==> src/rtl/uart_sync_fifo.sv <==
// Single-clock FIFO for the UART transmit path.
// The writer is the CPU-side register interface and the reader is the transmit shift engine.
// Occupancy and status flags are registered, so none of them depend combinationally on winc/rinc.
// Overflow and underflow are sticky until err_clr.
// FWFT=1 shows the head entry combinationally; FWFT=0 loads a data register on each accepted read.
module uart_sync_fifo #(
  parameter int DATA_WIDTH = 8,
  parameter int FIFO_DEPTH = 16,
  parameter int PTR_WIDTH  = $clog2(FIFO_DEPTH) + 1,
  parameter int AF_THRESH  = FIFO_DEPTH - 2,
  parameter int AE_THRESH  = 2,
  parameter bit FWFT       = 1'b1
) (
  input  logic                  i_riscv_fifo_clk,
  input  logic                  i_riscv_fifo_rst_n,
  input  logic                  i_riscv_fifo_flush,
  input  logic                  i_riscv_fifo_err_clr,
  input  logic                  i_riscv_fifo_winc,
  input  logic [DATA_WIDTH-1:0] i_riscv_fifo_wdata,
  input  logic                  i_riscv_fifo_rinc,
  output logic [DATA_WIDTH-1:0] o_riscv_fifo_rdata,
  output logic                  o_riscv_fifo_full,
  output logic                  o_riscv_fifo_empty,
  output logic                  o_riscv_fifo_almost_full,
  output logic                  o_riscv_fifo_almost_empty,
  output logic [PTR_WIDTH-1:0]  o_riscv_fifo_count,
  output logic                  o_riscv_fifo_overflow,
  output logic                  o_riscv_fifo_underflow
);

  localparam int AW = PTR_WIDTH - 1;
  localparam logic [PTR_WIDTH-1:0] DEPTH_C = PTR_WIDTH'(FIFO_DEPTH);
  localparam logic [PTR_WIDTH-1:0] AF_C    = PTR_WIDTH'(AF_THRESH);
  localparam logic [PTR_WIDTH-1:0] AE_C    = PTR_WIDTH'(AE_THRESH);
  localparam logic [PTR_WIDTH-1:0] ONE_C   = PTR_WIDTH'(1);
  localparam logic [PTR_WIDTH-1:0] ZERO_C  = PTR_WIDTH'(0);

  logic [DATA_WIDTH-1:0] mem_q [FIFO_DEPTH];

  logic [PTR_WIDTH-1:0] wptr_q, wptr_d;
  logic [PTR_WIDTH-1:0] rptr_q, rptr_d;
  logic [PTR_WIDTH-1:0] count_q, count_d;
  logic                 full_q, full_d;
  logic                 empty_q, empty_d;
  logic                 afull_q, afull_d;
  logic                 aempty_q, aempty_d;
  logic                 ovf_q, ovf_d;
  logic                 unf_q, unf_d;

  logic                 rd_ok_s, wr_ok_s, mem_we_s, rd_ld_s;
  logic                 ovf_evt_s, unf_evt_s;
  logic [AW-1:0]        waddr_s, raddr_s;

  // Request acceptance and error events, all decided from registered status only
  always_comb begin
    rd_ok_s   = i_riscv_fifo_rinc & ~empty_q;
    wr_ok_s   = i_riscv_fifo_winc & (~full_q | rd_ok_s);
    ovf_evt_s = i_riscv_fifo_winc & ~wr_ok_s & ~i_riscv_fifo_flush;
    unf_evt_s = i_riscv_fifo_rinc & ~rd_ok_s & ~i_riscv_fifo_flush;
    mem_we_s  = wr_ok_s & ~i_riscv_fifo_flush & i_riscv_fifo_rst_n;
    rd_ld_s   = rd_ok_s & ~i_riscv_fifo_flush;
    waddr_s   = wptr_q[AW-1:0];
    raddr_s   = rptr_q[AW-1:0];
  end

  // Next pointers, occupancy and decoded status; flush overrides any request this cycle
  always_comb begin
    wptr_d = wptr_q;
    rptr_d = rptr_q;
    if (i_riscv_fifo_flush) begin
      wptr_d = ZERO_C;
      rptr_d = ZERO_C;
    end else begin
      if (wr_ok_s) begin
        wptr_d = wptr_q + ONE_C;
      end else begin
        wptr_d = wptr_q;
      end
      if (rd_ok_s) begin
        rptr_d = rptr_q + ONE_C;
      end else begin
        rptr_d = rptr_q;
      end
    end
    // Pointers wrap modulo 2*depth, so the difference is the occupancy 0..depth
    count_d  = wptr_d - rptr_d;
    full_d   = (count_d == DEPTH_C);
    empty_d  = (count_d == ZERO_C);
    afull_d  = (count_d >= AF_C);
    aempty_d = (count_d <= AE_C);
  end

  // Sticky error flags: a new error event in the same cycle beats err_clr
  always_comb begin
    ovf_d = ovf_q;
    unf_d = unf_q;
    if (i_riscv_fifo_err_clr) begin
      ovf_d = ovf_evt_s;
      unf_d = unf_evt_s;
    end else begin
      ovf_d = ovf_q | ovf_evt_s;
      unf_d = unf_q | unf_evt_s;
    end
  end

  // Control and status registers with synchronous active-low reset
  always_ff @(posedge i_riscv_fifo_clk) begin
    if (!i_riscv_fifo_rst_n) begin
      wptr_q   <= ZERO_C;
      rptr_q   <= ZERO_C;
      count_q  <= ZERO_C;
      full_q   <= 1'b0;
      empty_q  <= 1'b1;
      afull_q  <= 1'b0;
      aempty_q <= 1'b1;
      ovf_q    <= 1'b0;
      unf_q    <= 1'b0;
    end else begin
      wptr_q   <= wptr_d;
      rptr_q   <= rptr_d;
      count_q  <= count_d;
      full_q   <= full_d;
      empty_q  <= empty_d;
      afull_q  <= afull_d;
      aempty_q <= aempty_d;
      ovf_q    <= ovf_d;
      unf_q    <= unf_d;
    end
  end

  // Storage array; deliberately not reset
  always_ff @(posedge i_riscv_fifo_clk) begin
    if (mem_we_s) begin
      mem_q[waddr_s] <= i_riscv_fifo_wdata;
    end
  end

  generate
    if (FWFT) begin : g_show_ahead
      // Head entry is presented directly; it is only meaningful while not empty
      assign o_riscv_fifo_rdata = mem_q[raddr_s];
    end else begin : g_registered
      logic [DATA_WIDTH-1:0] rdata_q;

      // Read data register: loads on an accepted read and holds otherwise
      always_ff @(posedge i_riscv_fifo_clk) begin
        if (!i_riscv_fifo_rst_n) begin
          rdata_q <= {DATA_WIDTH{1'b0}};
        end else if (rd_ld_s) begin
          rdata_q <= mem_q[raddr_s];
        end else begin
          rdata_q <= rdata_q;
        end
      end

      assign o_riscv_fifo_rdata = rdata_q;
    end
  endgenerate

  assign o_riscv_fifo_full         = full_q;
  assign o_riscv_fifo_empty        = empty_q;
  assign o_riscv_fifo_almost_full  = afull_q;
  assign o_riscv_fifo_almost_empty = aempty_q;
  assign o_riscv_fifo_count        = count_q;
  assign o_riscv_fifo_overflow     = ovf_q;
  assign o_riscv_fifo_underflow    = unf_q;

endmodule

==> config.mk <==
export PLATFORM = sky130hd
export DESIGN_NAME = uart_sync_fifo
export DESIGN_NICKNAME = d
export VERILOG_FILES = /design/src/rtl/uart_sync_fifo.sv
export SDC_FILE = /design/constraint.sdc
export NUM_CORES = 1
export LEC_CHECK = 0
export CORE_MARGIN = 5
export CORE_UTILIZATION = 45
export CTS_CLUSTER_SIZE = 40
export DETAILED_ROUTE_END_ITERATION = 10
export PLACE_DENSITY = 0.68
export REMOVE_ABC_BUFFERS = 1
export SLEW_MARGIN = 20
export SYNTH_ARGS = -nofsm -noshare
export SYNTH_HDL_FRONTEND = slang
export SYNTH_SLANG_ARGS = --single-unit
==> constraint.sdc <==
create_clock -name i_riscv_fifo_clk -period 3.6 [get_ports i_riscv_fifo_clk]
set_clock_uncertainty 0.05 [all_clocks]
set_input_delay 0.54 -clock i_riscv_fifo_clk [delete_from_list [all_inputs] [get_ports i_riscv_fifo_clk]]
set_output_delay 0.54 -clock i_riscv_fifo_clk [all_outputs]
set_load 0.01 [all_outputs]
Yosys cells after proc, flatten, opt, wreduce, memory -nomap -nowiden. Memories as Yosys holds them, arrays and structs flattened. A register that Yosys moved wholly into a read port is not among the register bits. Cells that the tools add are included.

Register bits: 21. Bits in writable memories: 128. Word-level logic and storage cells: 42. Memories: 1.

Memory list: mem_q (words 16, width 8, read ports 1, clocked after memory_dff 1, write ports 1, line 38) `logic [DATA_WIDTH-1:0] mem_q [FIFO_DEPTH];`.

Add/sub/neg operators: 3. Order comparisons: 2. Equal/unequal tests: 1. Mux-type cells: 9. Bitwise gates (word level): 16. Reductions and logical operators: 1.

Operators by type and width (count): two-way mux 5 bit (4); adder 5 x 1 -> 5 bit (second input constant) (2); bitwise AND 1 bit (8); equality test 5 bit (second input constant) (1); greater-or-equal comparator 5 x 4 -> 1 bit (second input constant) (1); less-or-equal comparator 5 x 2 -> 1 bit (second input constant) (1); zero test 5 bit (1); NOT 1 bit (5); subtractor 5 bit (1); two-way mux 1 bit (4); two-way mux 4 bit (1); OR 1 bit (3).

Depth between registers and ports, before layout. Gate-level depths: netlist of run 1.

Word-level depth: 9. Mapped depth: 12. Gate-level depth less buffers: 12.

Worst setup path before layout of run 1. Ideal clock, no wire load.

Path type: input -> register. Start: input i_riscv_fifo_rinc. End: register empty_q, in the netlist o_riscv_fifo_empty. Setup time: 0.084 ns. Arrival time: 2.651 ns. Data required time: 3.466 ns. Slack: 0.814 ns. Cell stages on the path: 10. Path buffers: 0. Path through: nand2b_1 > nand2_1 > nand2_1 > xnor2_1 > or2_2 > ha_1 > inv_2 > fa_1 > or4b_4 > o31ai_2.

Cells in the longest elaborated chain, start to end: 7. Elaborated cells on any way between the ends: 9. Those cells by class: add/sub: 1; mux: 4; bitwise: 3; reduce/logical: 1.

Ends and longest elaborated chain: from (decl) (line 20) `input logic i_riscv_fifo_rinc,`; bitwise AND 1 bit * (line 56) `rd_ok_s = i_riscv_fifo_rinc & ~empty_q;`; OR 1 bit (line 57) `wr_ok_s = i_riscv_fifo_winc & (~full_q | rd_ok_s);`; bitwise AND 1 bit (line 57); two-way mux 5 bit (line 74) `if (wr_ok_s) begin`; two-way mux 5 bit (line 70) `if (i_riscv_fifo_flush) begin`; subtractor 5 bit * (line 86) `count_d = wptr_d - rptr_d;`; named net count_d[1] (line 42) `logic [PTR_WIDTH-1:0] count_q, count_d;`; zero test 5 bit * (line 88) `empty_d = (count_d == ZERO_C);`; to (signal assigned) (line 123) `empty_q <= empty_d;`; to (decl) (line 44) `logic empty_q, empty_d;`.

Mark *: on every way through the listed nets, which the timed path passes. The rest lies on a longest branch. A chain may end at the register's enable or synchronous reset.

==> reports/metrics.cfg, run 1 <==
[layout]
final_nets=432
fin_area_sq_mm=0.00735
area_delta_synth_final_pct=20.9
multiInputGateArea_sq_mm=0.00170
final.fill_count=1056
register_area_sq_mm=0.00427
fin_util_pct=55.5
antenna_cells=0
drive_above_1_share_pct=26.6
layout.cells.non_filler=597

[global_route]
grt_pass1_wl_um=18700
antenna_found_initial=0
grt_max_degree=23
grtUsageTotal_pct=15.7
grt_pass1_vias=3422
gr-total-overflow=0

[sta]
max_clock_freq_mhz=303
worstMarginPinSlew_ns=0.545
whs_ns=0.445
fin_crit_sh_pct=91.8
drv_slew=0
rsz0062_at_grt=no
relSlewSlack_pct=63.6
final-setup-viol-count=0
finalHoldViolCount=0
layout_min_cycle_time_ns=3.30

[logic_synthesis]
yosysMostFrequentCell=edfxtp_1
synth-compound-area-share_pct=3.36
ys_types=40
yosys.area_share.adder_pct=2.18
ys_async_sr_fraction_pct=0
synth_top_family_by_area=multiplexers
ys_top_cells_by_area=edfxtp_1, mux4_2, dfxtp_1
syn_avg_cell_area_sq_um=17.8
synth_top_area_cell=edfxtp_1
synthXorXnorAreaFrac_pct=2.14
synth.ff_latch_count=149
synth_top_area_share_pct=63.3
muxShareOfSynthArea_pct=13.3
seq_area_frac_synth_pct=70.2
yosys.area_share.simple_pct=6.90
netlist_instances=341
syn_area_sq_mm=0.00608
synthTopCellsByCount=edfxtp_1, mux4_2, nor2_1, dfxtp_1, a21oi_1
synth-main-ff-cell=edfxtp_1
ys.warnings.count=0
synth_edf_count=128

[die]
die_area_sq_mm=0.0159
dieHeight_um=126
die_x_um=126
core.rowCount=42
core-area_sq_mm=0.0132
io-pin-count=33
initial_core_util_pct=45.9

[power_and_ir_drop]
p_leak_nw=2.41
p_int_w=0.00299
pwr_density_cell_mw_per_mm2=509
total_power_w=0.00374
ir_drop_mv=0.299
clock_power_share_pct=44.4
p_switching_w=0.000750
pwr-share-comb_pct=4.9
seqPwrFrac_pct=50.8
swShare_pct=20.1

[cts]
cts-hold-fix-buffers=0
cts_buffers=17
cts_max_level=4
clk_latency_ns=0.41
root_buffer=clkbuf_16
cts_buffer_depth=2
post_cts_buffers=0
cts.sinks=149
clk_pin_slew_ns=0.06
postCtsResizedCells=0
cts_tree=done

[placed_design]
place.port_buffers=32
place_congestion=0.758
placedInstanceArea_sq_mm=0.00678
hpwl_um=7790
dp_cells=565

[setup_path]
cp_data_arrival_time_ns=2.71
slowest_stage=dfxtp_2
crit_path_start_kind=register
cp.required_ns=3.01
worstPathMaxFanout=16
cp_slowest_stage_delay_ns=0.57
crit_type=register to primary output
worstPathCellList=buf_12 > mux4_2 > nor2b_1 > a211oi_1 > a21oi_1 > clkdlybuf4s50_1
end_kind=primary output

[detailed_routing]
drc_errors=0
vias=3141
drtPass1Iterations=5
ant_nets=0
vias_per_cell=5.26
wl_per_cell_um=19.6
wirelength_um=11700
drt_iter0_markers=283

[hold_path]
min_path_type=register to register

[run_status]
status=complete, no violations

[run]
max_cap_viol_count=0

==> layout by cell type (no fill, tap or decap), drive strengths merged, types with 7 or more instances in the layout <==
cell type / n
nor2: 26
mux4: 32
clkbuf: 20
a21oi: 14
buf: 33
dfxtp: 21
mux2i: 9
ha: 9
nor2b: 9
inv: 9
nand2: 11
a211oi: 8
xnor2: 7
nor3: 9
clkdlybuf4s50: 32
edfxtp: 128
==> final timing paths <==
check | from | endpoint | slack [ns] | cells past startpoint
worst min-delay path | o_riscv_fifo_underflow$_SDFF_PN0_ | o_riscv_fifo_underflow$_SDFF_PN0_ | 0.44 | 2
worst min register to register | o_riscv_fifo_underflow$_SDFF_PN0_ | o_riscv_fifo_underflow$_SDFF_PN0_ | 0.44 | 2
worst max-delay path | rptr_q[0]$_SDFF_PN0_ | o_riscv_fifo_rdata[4] | 0.30 | 6
worst max register to register | o_riscv_fifo_empty$_SDFF_PN1_ | o_riscv_fifo_empty$_SDFF_PN1_ | 0.70 | 11
==> worst max-delay path, delay by kind of cell (launching register included) <==
kind	cells	cell delay, ns
simple gates	1	0.15
flops	1	0.57
compound gates	2	0.35
buf+inv	2	0.73
mux	1	0.50
==> flip-flops by register name, indices dropped and copies added (netlist names) <==
register                   count
o_riscv_fifo_almost_full       1
o_riscv_fifo_underflow         1
mem_q                        128
wptr_q                         5
o_riscv_fifo_overflow          1
o_riscv_fifo_full              1
o_riscv_fifo_almost_empty      1
o_riscv_fifo_count             5
rptr_q                         5
o_riscv_fifo_empty             1
==> power by group through the flow <==
stage               Combinational (W)  Clock (W)  Sequential [W]
floorplan                   0.0000840          0         0.00194
detailed placement           0.000184          0         0.00193
global route                 0.000201    0.00177         0.00190
CTS                          0.000186    0.00169         0.00190
global placement             0.000180          0         0.00193
finish                       0.000183    0.00166         0.00190
==> cell families (layout without fill, tap and decap cells) <==
kind of cell               Yosys count  in the layout
AOI/OAI and AO/OA                   29             29
DFF                                149            149
muxes                               41             41
xor gates and xnor gates            11             11
buffers and inverters               22            102
adders and majority gates           10             10
and+or+nand+nor                     79             79
==> through the flow <==
| step | TNS (ns) | setup slack [ns] |
|---|---|---|
| after CTS | 0 | 0.242 |
| after detailed placement | 0 | 0.0856 |
| after global routing | 0 | 0.0975 |
| after floorplan | -0.0256 | -0.0256 |
| after global placement | 0 | 0.207 |
| final | 0 | 0.296 |
==> per-layer routing <==
metal | vias to the layer above | GRT usage, % | wire [um]
met2 | 101 | 25.9 | 6060
met4 | 0 | 3.97 | 29
met3 | 4 | 4.45 | 570
met1 | 1569 | 20.8 | 5050
met5 | - | 0 | 0
li1 | 1467 | - | -
==> final cells by class <==
class                           instances  share of cell area, %
Sequential cell                       149                   58.1
Multi-Input combinational cell        170                   23.1
Timing Repair Buffer                   65                   7.90
Clock buffer                           20                   6.37
Tap cell                              176                   3.00
Clock inverter                         12                   1.33
Inverter                                5                  0.255
No activity file was read; power rests on OpenSTA's default activity.
==> run 2, diff against run 1 <==
Settings changed: CORE_MARGIN 5 to not set.
==> run 2 against run 1 <==
Final cell count is 1.2% lower. Power rose by 2.8%. Clock-buffer cell count down 3. Sequential share of layout area about the same. Critical path type unchanged. Utilization increased by 0.21 points. Die area decreased by 12%. Via count shrank 1.4%. Sequential power about the same. Final area about the same.
==> reports/metrics.cfg, run 2 (synthesized netlist as in run 1, its figures left out) <==
[global_route]
grt_pass1_vias=3338  ; -2.5%
grt_max_degree=33  ; +43%
grtUsageTotal_pct=17.7  ; +2.0 points
gr-total-overflow=0  ; unchanged
antenna_found_initial=0  ; unchanged
grt_pass1_wl_um=17900  ; -4.3%

[layout]
antenna_cells=0  ; unchanged
final_common_cell=edfxtp_1
drive_above_1_share_pct=25.4  ; -1.2 points
fin_area_sq_mm=0.00735  ; about the same
top_register=mem_q
final_nets=425  ; -1.6%
area_delta_synth_final_pct=20.9  ; about the same
final_cell_mix=edfxtp_1, mux4_2, clkdlybuf4s50_1
layout.cells.non_filler=590  ; -1.2%
largest_reg_flops=128  ; unchanged

[cts]
postCtsResizedCells=0  ; unchanged
cts.sinks=149  ; unchanged
root_buffer=clkbuf_16
cts_buffer_depth=2  ; unchanged
clk_pin_slew_ns=0.06  ; about the same
clk_latency_ns=0.41  ; about the same
cts_tree=done
cts-hold-fix-buffers=0  ; unchanged
cts_buffers=17  ; unchanged
cts_max_level=4  ; unchanged
post_cts_buffers=0  ; unchanged

[placed_design]
place.port_buffers=32  ; unchanged
dp_cells=558  ; -1.2%
place_congestion=0.765  ; +0.87%
placedInstanceArea_sq_mm=0.00674  ; -0.59%
hpwl_um=7260  ; -6.7%

[power_and_ir_drop]
p_leak_nw=2.37  ; -1.9%
pwr_density_cell_mw_per_mm2=523  ; +2.9%
ir_drop_mv=0.377  ; +26%
total_power_w=0.00385  ; +2.8%

[die]
initial_core_util_pct=46.1  ; +0.18 points
io-pin-count=33  ; unchanged
die_area_sq_mm=0.0140  ; -12%
die_x_um=118  ; -6.3%
core-area_sq_mm=0.0132  ; -0.40%
dieHeight_um=118  ; -6.3%
core.rowCount=42  ; unchanged

[setup_path]
end_kind=primary output
worstPathMaxFanout=32  ; +16
crit_path_start_kind=register
crit_type=register to primary output
cp.required_ns=3.01  ; about the same
cp_data_arrival_time_ns=2.61  ; -0.10 ns

[sta]
final-setup-viol-count=0  ; unchanged
fin_crit_sh_pct=89.0  ; -2.8 points
fin_tns_setup_ns=0  ; unchanged
max_clock_freq_mhz=312  ; +3.2%
relSlewSlack_pct=60.5  ; -3.1 points
worstMarginPinSlew_ns=0.591  ; +0.0459 ns
drv_slew=0  ; unchanged
rsz0062_at_grt=no
layout_min_cycle_time_ns=3.20  ; -0.101 ns
finalHoldViolCount=0  ; unchanged

[run]
max_cap_viol_count=0  ; unchanged

[hold_path]
min_path_type=register to register

[run_status]
status=complete, no violations

[detailed_routing]
wirelength_um=11100  ; -5.4%
drtPass1Iterations=4  ; -1
wl_per_cell_um=18.8  ; -4.3%
vias=3098  ; -1.4%
ant_nets=0  ; unchanged
drc_errors=0  ; unchanged
vias_per_cell=5.25  ; -0.20%
drt_iter0_markers=193  ; -32%

-- run 2: cell count changes in the layout (fill, tap and decap cells not counted) --
cell,change
inv_6,+3
clkbuf_16,-1
bufinv_16,+2
clkinv_2,-3
clkinv_1,+1
clkinvlp_4,+5
clkbuf_1,-1
buf_12,+1
buf_4,-8
clkbuf_8,-1
inv_4,-5
-- run 2: power by group --
group          switching (W)  leakage (nW)  internal, W
Sequential        0.00000800          1.32      0.00189
Combinational      0.0000888         0.769    0.0000927
Clock               0.000677         0.276      0.00109
Total               0.000774          2.37      0.00307
-- run 2: critical path: stages, from the launching register on --
cell	delay, ns
dfxtp_2	0.38
buf_12	0.27
mux4_2	0.53
nor2b_1	0.15
a211oi_1	0.28
a21oi_1	0.07
clkdlybuf4s50_1	0.48
-- run 2: through the flow --
stage	worst slack [ns]	hold slack [ns]	utilization, %
after CTS	0.340	0.433	55.7
final	0.397	0.422	55.7
after global placement	0.198	0.413	51.1
after global routing	0.251	0.450	55.7
after floorplan	-0.0256	0.439	-
after detailed placement	0.111	0.422	51.1
-- run 2: cell type report --
class                           count  area (sq um)
Fill cell                        1007          5840
Sequential cell                   149          4270
Multi-Input combinational cell    170          1700
Timing Repair Buffer               58           541
Clock buffer                       17           425
Tap cell                          176           220
Clock inverter                     15           179
Inverter                            5          18.8
-- run 2: path summary, 6_finish.rpt --
path / start / end / slack, ns / cells past startpoint
max reg2reg: o_riscv_fifo_empty$_SDFF_PN1_ / o_riscv_fifo_empty$_SDFF_PN1_ / 0.72 / 11
max: rptr_q[0]$_SDFF_PN0_ / o_riscv_fifo_rdata[4] / 0.40 / 6
min reg2reg: o_riscv_fifo_underflow$_SDFF_PN0_ / o_riscv_fifo_underflow$_SDFF_PN0_ / 0.42 / 2
min: o_riscv_fifo_underflow$_SDFF_PN0_ / o_riscv_fifo_underflow$_SDFF_PN0_ / 0.42 / 2
-- run 2: routing by layer --
| metal | wire length, um | track usage, % | up-vias | share of wire (%) |
|---|---|---|---|---|
| met5 | 0 | 0 | - | 0 |
| met2 | 5560 | 28.7 | 77 | 50 |
| met3 | 584 | 5.55 | 13 | 5.3 |
| met4 | 186 | 7.05 | 0 | 1.7 |
| li1 | - | - | 1449 | - |
| met1 | 4750 | 22.3 | 1559 | 43 |
